[config.mk]
export PLATFORM = sky130hd
export DESIGN_NAME = name_assembler
export DESIGN_NICKNAME = d
export VERILOG_FILES = /design/src/rtl/name_assembler.sv
export SDC_FILE = /design/constraint.sdc
export NUM_CORES = 1
export LEC_CHECK = 0
export CELL_PAD_IN_SITES_DETAIL_PLACEMENT = 0
export CELL_PAD_IN_SITES_GLOBAL_PLACEMENT = 1
export CORE_MARGIN = 3
export CORE_UTILIZATION = 42
export DETAILED_ROUTE_END_ITERATION = 6
export PLACE_DENSITY_LB_ADDON = 0.15
export SETUP_SLACK_MARGIN = 0.1
export SLEW_MARGIN = 5
export SYNTH_ARGS = -nofsm -noshare
export SYNTH_HDL_FRONTEND = slang
export SYNTH_SLANG_ARGS = --single-unit
[constraint.sdc]
create_clock -name clk -period 2.2 [get_ports clk]
set_clock_uncertainty 0.2 [all_clocks]
set_input_delay 0.33 -clock clk [delete_from_list [all_inputs] [get_ports clk]]
set_output_delay 0.33 -clock clk [all_outputs]
set_load 0.05 [all_outputs]
[src/rtl/name_assembler.sv]
// Packs a valid/ready stream of name components into fixed-width, zero-padded name
// vectors, double-buffered so one name can drain while the next one fills.
module name_assembler #(
    parameter int WORD_SIZE       = 32,
    parameter int MAX_NAME_LENGTH = 8,
    parameter int LEN_WIDTH       = 4
) (
    input  logic                 clk,
    input  logic                 rst_n,
    input  logic [WORD_SIZE-1:0] word_in,
    input  logic                 word_valid_in,
    input  logic                 word_last_in,
    output logic                 word_ready_out,
    output logic [WORD_SIZE-1:0] name_out [MAX_NAME_LENGTH],
    output logic [LEN_WIDTH-1:0] name_len_out,
    output logic                 name_trunc_out,
    output logic                 name_valid_out,
    input  logic                 name_ready_in
);

    typedef enum logic [1:0] {
        IDLE    = 2'd0,
        FILL    = 2'd1,
        DISCARD = 2'd2
    } state_t;

    localparam logic [LEN_WIDTH-1:0] MAX_LEN = LEN_WIDTH'(MAX_NAME_LENGTH);
    localparam logic [LEN_WIDTH-1:0] ONE_LEN = LEN_WIDTH'(1);
    localparam bit SINGLE_WORD_SLOTS = (MAX_NAME_LENGTH == 1);

    state_t               state_q;
    logic [LEN_WIDTH-1:0] count_q;
    logic                 wr_ptr_q;
    logic                 rd_ptr_q;
    logic [1:0]           occ_q;

    logic [WORD_SIZE-1:0] slot_words_q [2][MAX_NAME_LENGTH];
    logic [LEN_WIDTH-1:0] slot_len_q   [2];
    logic                 slot_trunc_q [2];

    logic                 xfer;
    logic                 drain;
    logic                 start;
    logic                 fill_xfer;
    logic                 commit;
    logic                 to_discard;
    logic [LEN_WIDTH-1:0] count_inc;
    logic [LEN_WIDTH-1:0] commit_len;
    logic                 commit_trunc;

    assign name_valid_out = (occ_q != 2'd0);
    assign drain          = name_valid_out && name_ready_in;

    // Only a new or growing name can collide with two committed slots; a drain in
    // the same cycle frees the slot being overwritten at the following edge.
    assign word_ready_out = !((state_q != DISCARD) && (occ_q == 2'd2) && !drain);

    assign xfer      = word_valid_in && word_ready_out;
    assign start     = xfer && (state_q == IDLE);
    assign fill_xfer = xfer && (state_q == FILL);
    assign commit    = xfer && word_last_in;
    assign count_inc = (count_q >= MAX_LEN) ? MAX_LEN : count_q + ONE_LEN;

    always_comb begin
        commit_len   = MAX_LEN;
        commit_trunc = 1'b0;
        to_discard   = 1'b0;
        case (state_q)
            IDLE: begin
                commit_len = ONE_LEN;
                to_discard = start && !word_last_in && SINGLE_WORD_SLOTS;
            end
            FILL: begin
                commit_len = count_inc;
                to_discard = fill_xfer && !word_last_in && (count_q == MAX_LEN - ONE_LEN);
            end
            DISCARD: begin
                commit_len   = MAX_LEN;
                commit_trunc = 1'b1;
            end
            default: begin
                commit_len   = MAX_LEN;
                commit_trunc = 1'b0;
            end
        endcase
    end

    always_ff @(posedge clk or negedge rst_n) begin
        if (!rst_n) begin
            state_q  <= IDLE;
            count_q  <= '0;
            wr_ptr_q <= 1'b0;
            rd_ptr_q <= 1'b0;
            occ_q    <= 2'd0;
        end else begin
            case (state_q)
                IDLE: begin
                    if (start) begin
                        count_q <= ONE_LEN;
                        if (to_discard) begin
                            state_q <= DISCARD;
                        end else if (!word_last_in) begin
                            state_q <= FILL;
                        end
                    end
                end
                FILL: begin
                    if (fill_xfer) begin
                        count_q <= count_inc;
                        if (word_last_in) begin
                            state_q <= IDLE;
                        end else if (to_discard) begin
                            state_q <= DISCARD;
                        end
                    end
                end
                DISCARD: begin
                    if (commit) begin
                        state_q <= IDLE;
                    end
                end
                default: state_q <= IDLE;
            endcase

            if (commit) begin
                wr_ptr_q <= ~wr_ptr_q;
            end
            if (drain) begin
                rd_ptr_q <= ~rd_ptr_q;
            end
            case ({commit, drain})
                2'b10:   occ_q <= occ_q + 2'd1;
                2'b01:   occ_q <= occ_q - 2'd1;
                default: occ_q <= occ_q;
            endcase
        end
    end

    // Slot storage: the first word of a name also zero-pads the rest of its slot.
    for (genvar gs = 0; gs < 2; gs++) begin : g_slot
        for (genvar gi = 0; gi < MAX_NAME_LENGTH; gi++) begin : g_word
            always_ff @(posedge clk or negedge rst_n) begin
                if (!rst_n) begin
                    slot_words_q[gs][gi] <= '0;
                end else if (wr_ptr_q == 1'(gs)) begin
                    if (start) begin
                        slot_words_q[gs][gi] <= (gi == 0) ? word_in : '0;
                    end else if (fill_xfer && (count_q == LEN_WIDTH'(gi))) begin
                        slot_words_q[gs][gi] <= word_in;
                    end
                end
            end
        end

        always_ff @(posedge clk or negedge rst_n) begin
            if (!rst_n) begin
                slot_len_q[gs]   <= '0;
                slot_trunc_q[gs] <= 1'b0;
            end else if (commit && (wr_ptr_q == 1'(gs))) begin
                slot_len_q[gs]   <= commit_len;
                slot_trunc_q[gs] <= commit_trunc;
            end
        end
    end

    for (genvar gi = 0; gi < MAX_NAME_LENGTH; gi++) begin : g_out
        assign name_out[gi] = slot_words_q[rd_ptr_q][gi];
    end

    assign name_len_out   = slot_len_q[rd_ptr_q];
    assign name_trunc_out = slot_trunc_q[rd_ptr_q];

endmodule

Word-level counts from Yosys, hierarchy flattened
Index checks and enable logic that the tools add are counted.

Multiplexer cells: 41. Add/sub/neg operators: 3. Eq/ne operators: 18. Reductions and logical operators: 53. Order comparisons: 2. Bitwise gates (word level): 3.

Operators by type and width (count): 256-bit two-way mux (3); 32-bit two-way mux (16); 2-bit AND reduction (16); 4-bit two-way mux (6); 2-bit nonzero test (11); 1-bit logical AND (19); 4-bit by 3-bit == test with 1-bit output, second input constant (4); 4-bit case mux with 2 select lines (2); 2-bit two-way mux (7); 4-bit by 2-bit == test with 1-bit output, second input constant (2); 2-bit != test, second input constant (4); 2-bit == test, second input constant (3); 3-bit != test, second input constant (2); 2-bit case mux with 3 select lines (1); 1-bit two-way mux (5); 5-bit AND reduction (1); 4-bit by 1-bit adder with 4-bit output, second input constant (1); 2-bit by 1-bit == test with 1-bit output, second input constant (2); 4-bit by 1-bit == test with 1-bit output, second input constant (1); 4-bit greater-or-equal comparator, second input constant (1); 4-bit zero test (1); 2-bit case mux with 2 select lines (1); 1-bit zero test (3); 3-bit AND reduction (1); 6 further kinds (7).

Logic and storage cells: 145. Bits in registers: 532.

Longest topological paths before layout
Depth after elaboration: 14. Gate-level depth with buffers: 9. Mapped depth without buffers: 7.

Worst setup path after synthesis
Ideal clock, no wire load.

Kind: reg-to-reg. Start: register occ_q[0]. End: register count_q[0]. Slack: -170 ps. Setup time: 122 ps. Path buffers: 2. Stages on the path, launching flop included: 6. Clock period less this slack: 2370 ps. Data required time: 1878 ps. Arrival: 2049 ps. Path through: dfrtp_1 nor3b_4 buf_6 buf_6 nand2_1 a32o_1.

Cells in the longest elaborated chain, start to end: 9. Elaborated cells between the ends (all ways): 13. Those cells by class: 3 x eq/ne; 10 x reduce/logical.

Ends and longest elaborated chain: from (decl) (RTL line 35) `logic [1:0] occ_q;`; from (signal assigned) (RTL line 132) `2'b10: occ_q <= occ_q + 2'd1;`; from (signal assigned) (RTL line 133) `2'b01: occ_q <= occ_q - 2'd1;`; from (signal assigned) (RTL line 134) `default: occ_q <= occ_q;`; 2-bit nonzero test (RTL line 51) `assign name_valid_out = (occ_q != 2'd0);`; 1-bit logical AND (RTL line 52) `assign drain = name_valid_out && name_ready_in;`; 1-bit zero test (RTL line 56) `assign word_ready_out = !((state_q != DISCARD) && (occ_q == 2'd2) && !drain);`; 1-bit logical AND (*) (RTL line 56); 1-bit zero test (*) (RTL line 56); named net word_ready_out (RTL line 13) `output logic word_ready_out,`; 1-bit logical AND (*) (RTL line 58) `assign xfer = word_valid_in && word_ready_out;`; 1-bit logical AND (on tied branches) (RTL line 60, 59); 2-bit != test (no line); 3-bit AND reduction (no line) (*); to (signal assigned) (RTL line 109) `count_q <= count_inc;`; to (decl) (RTL line 32) `logic [LEN_WIDTH-1:0] count_q;`.

The timed path passes the listed nets; every way through them passes the cells marked *. A chain may end at the register's enable or synchronous reset.

==> results.md <==
- Synthesis produced 1564 cells.
- Per report_power, the clock group accounts for 14.5% of the total.
- The later-pin clock latency in the skew report is 610 ps.
- Of all cell types, the one taking the most synthesized area is dfrtp_1.
- The clock sink count is 532.
- The average routed wire per standard cell is 26.7 um.
- The transition at the pin with the smallest max-transition slack is 459 ps.
- Net switching is 41.0% of the power.
- The min-delay analysis places its worst path in the category input port to async pin.
- The nature of the critical path endpoint is an output port.
- The iteration count of the initial detailed-routing pass is 5.
- The internal cell power is 39.4 mW.
- The final setup TNS is -172810 ps.
- The post-route fraction of the period consumed by the critical path is 121%.
- Of all flip-flops after synthesis, the portion carrying an async set or reset was 100%.
- The post-route netlist has 65.1% of its cells at a drive strength greater than 1.
- The combinational cell fraction of total power is 61.1%.
- Clock-pin slew was measured on the worst setup and hold paths at 60 ps.
- The longest clock path from root to sink contains 3 buffers.
- Setup repair after global routing could not meet its margin everywhere.
- After synthesis, the cell types taking the most area are dfrtp_1 56%, mux2_2 20%, mux2_1 14%, a22o_1 2.4%, buf_6 1.3%.
- For the worst setup path, the data required time is 1670 ps.
- The share of total power dissipated in sequential elements is 24.3%.
- Compared with the post-synthesis result, the final layout area differs by 48.9%.
- The number of antenna violations at the first check in global routing is 1.
- The via count of the first global-routing pass is 15986.
- The post-route cell area is 35400 um2.
- The deepest level of the CTS H-tree is 2.
- Synthesis produced a netlist with a net count of 1606.
- The sum of routed wire length over all layers is 75900 um.
- For this run, the total global-route usage over all layers was measured as 22.9%.
- TritonCTS built the clock tree.
- The post-place instance area is 29600 um2.
- Across all hold checks on the routed design, the worst slack comes to 26.8 ps.
- Setup violations remaining at the end of the flow were counted as 697.
- Summing every instance area after synthesis gives 23800 um2.
- The number of flops mapped to enable cells by yosys is 0.
- Once the floorplan was initialized, standard cells occupied 42.8% of the core.
- The startpoint type of the worst setup path is a flop.
- Measured on the finished design, the core utilization comes to 63.7%.
- The worst ir drop on vdd is 1.36 mV.
- In this run the power spent charging and discharging nets is 27.3 mW.
- After global routing the overflow that remains totals 0.
- The flow ran to the end, but the final reports show violations.
- For the finished layout, the period the worst path requires is 2670 ps.
- The final count of pins violating max slew came to 0.
- The average vias per placed instance is 5.36.
- The number of buffers added by the clock tree synthesis step is 57.
- The most used flip-flop cell after synthesis is dfrtp_1.
- The cell count after placement is 2633.
- The DRC violation total after the first TritonRoute iteration is 742.
- The minimum setup slack in the final design is -467 ps.
- After legalization and detailed placement, the total HPWL measured 45000 um.
- Of all nets on the critical path, the largest fanout is 7.
- The area fraction of the dominant cell type after synthesis is 55.9%.
- After synthesis, the netlist uses 43 different library cells.
- The count of final hold-check violations is 0.
- Once layout is complete, the cells apart from fillers number 2847.
- Entering global routing, the biggest net connects 83 pins.
- The clock root buffer master is clkbuf_16.
- The per-instance average area after synthesis is 15.2 um2.
- Power spread over the standard cell area amounts to 1880 nW/um2.
- Measured against its own limit, the worst slew margin works out to 69.4%.
- The critical path arrival is 2140 ps.
- The count of max-cap constraint violations is 0.
- 300 I/O pins were placed.
- The count of unresolved DRC violations after routing is 0.
- The area of the core is 55600 um2.
- The type of the setup path with the least slack is flop to output port.
- The number of vias after detailed routing is 15267.
- The number of flip-flops and latches in the synthesized netlist is 532.
- Once detail routing completed, the nets flagged for antenna violations numbered 0.
- The checks that failed: setup timing.
- The timing-limited maximum frequency is 375 MHz.
- The sequential-to-total area share from yosys stat is 55.9%.
- Yosys printed 0 warnings.
- In this run the tool buffered the top-level ports with 299 buffer cells.
- In the final design database the tool counted 2098 nets.
- The die outline area is 59600 um2.
- The floorplan has 86 rows.
- The global-route wire length before repair is 105000 um.
- The repair_antennas step left the layout with diodes totalling 0.
- In this run the vertical extent of the chip is 244 um.
- For this design the static power due to leakage is 16.6 nW.
- The floorplan die width is 244 um.
- The layout has 4060 filler cells.
- The final weighted congestion of routability-driven global placement is 0.793.
[power groups by stage]
stage	sequential (mW)	clock, mW	combinational, mW
final	16.2	9.69	40.8
after detailed placement	16.1	0	33.4
after floorplan	15.3	0	24.3
after CTS	16.1	9.90	36.0
after global routing	16.7	10.3	42.2
after global placement	16.0	0	33.2
[logic make-up after synthesis]
family | synth area share [%]
DFF | 55.9
AOI/OAI and AO/OA | 5.18
adders and majority gates | 0.263
muxes | 33.9
xor gates and xnor gates | 0.221
buffers and inverters | 3.51
and+or+nand+nor | 1.00
[path summary, 6_finish.rpt]
kind                            slack, ps                end  cells past startpoint        startpoint
worst min-delay path                   30   slot_words_q[79]                      2             rst_n
worst max register to register       -300  slot_words_q[404]                      8        count_q[0]
worst max-delay path                 -470      name_out[126]                      5          rd_ptr_q
worst min register to register        290   slot_words_q[84]                      1  slot_words_q[84]
min in group clk                      270  slot_words_q[263]                      2        word_in[7]
max in group asynchronous             930           rd_ptr_q                      3             rst_n
[state kept, by name, summed over array words and instances, names as in the netlist]
| signal | cells |
|---|---|
| rd_ptr_q | 1 |
| wr_ptr_q | 1 |
| count_q | 4 |
| occ_q | 2 |
| state_q | 2 |
| slot_trunc_q | 2 |
| slot_len_q | 8 |
| slot_words_q | 512 |
[layer usage]
metal	GRT usage (%)	wire, um	part of all wire [%]
met1	32.6	34200	45
met2	36.4	36500	48
met3	4.16	3630	4.8
met4	5.99	1580	2.1
met5	0	0	0
[stage by stage]
step / setup WS [ps] / total power [mW]
after floorplan: -71.4 / 39.6
after global placement: -510 / 49.1
after detailed placement: -500 / 49.5
after CTS: -502 / 61.9
after global routing: -503 / 69.2
final: -467 / 66.7
[final cells by class]
type	instances	area [um2]	area share, %
Sequential cell	532	13300	37.6
Multi-Input combinational cell	896	11700	33.0
Timing Repair Buffer	565	7600	21.4
Clock buffer	94	1790	5.04
Tap cell	748	936	2.64
Clock inverter	8	96.3	0.272
Inverter	4	17.5	0.0494
[critical path, cell delays in order (launching register included)]
cell and delay [ps]:
dfrtp_4 510, buf_12 170, buf_12 160, clkbuf_16 180, mux2_4 330, buf_6 160
[repair_timing]
| item | in CTS | in global routing |
|---|---|---|
| buffers inserted | 30 | 19 |
| endpoints found under the hold margin | 434 | 0 |
| hold buffers | 1 | 0 |
| resized for setup | 175 | 378 |
| pin swaps | 9 | 15 |
| gates cloned | 13 | 51 |
| setup endpoints to repair | 775 | 776 |
[cells in the mapped netlist (6+ instances only)]
cell and n:
dfrtp_1 532, mux2_2 422, mux2_1 295, a22o_1 64, clkbuf_1 41, a21boi_0 32, buf_2 32, buf_6 28
buf_4 18, a211oi_4 11, buf_1 8, a21oi_1 6, o21ai_0 6
[layout by cell type, fill, tap and decap left out, types with 3 or more instances in the layout]
master and instances:
a21boi_1 27, mux2_2 214, clkbuf_1 17, a22o_1 64, clkinv_2 4, clkdlybuf4s50_1 35, a21boi_0 5, mux2_1 9
buf_8 33, o21ai_0 6, xnor2_1 3, buf_4 105, dfrtp_1 529, nand3b_1 5, a21oi_1 4, or3b_4 4
buf_6 252, nor2_1 3, mux2_4 494, ha_4 5, buf_16 19, clkbuf_8 18, clkbuf_16 98, buf_12 81
nand2_1 3, a211oi_4 14, xor2_1 3
No activity file was read; power rests on OpenSTA's default activity.
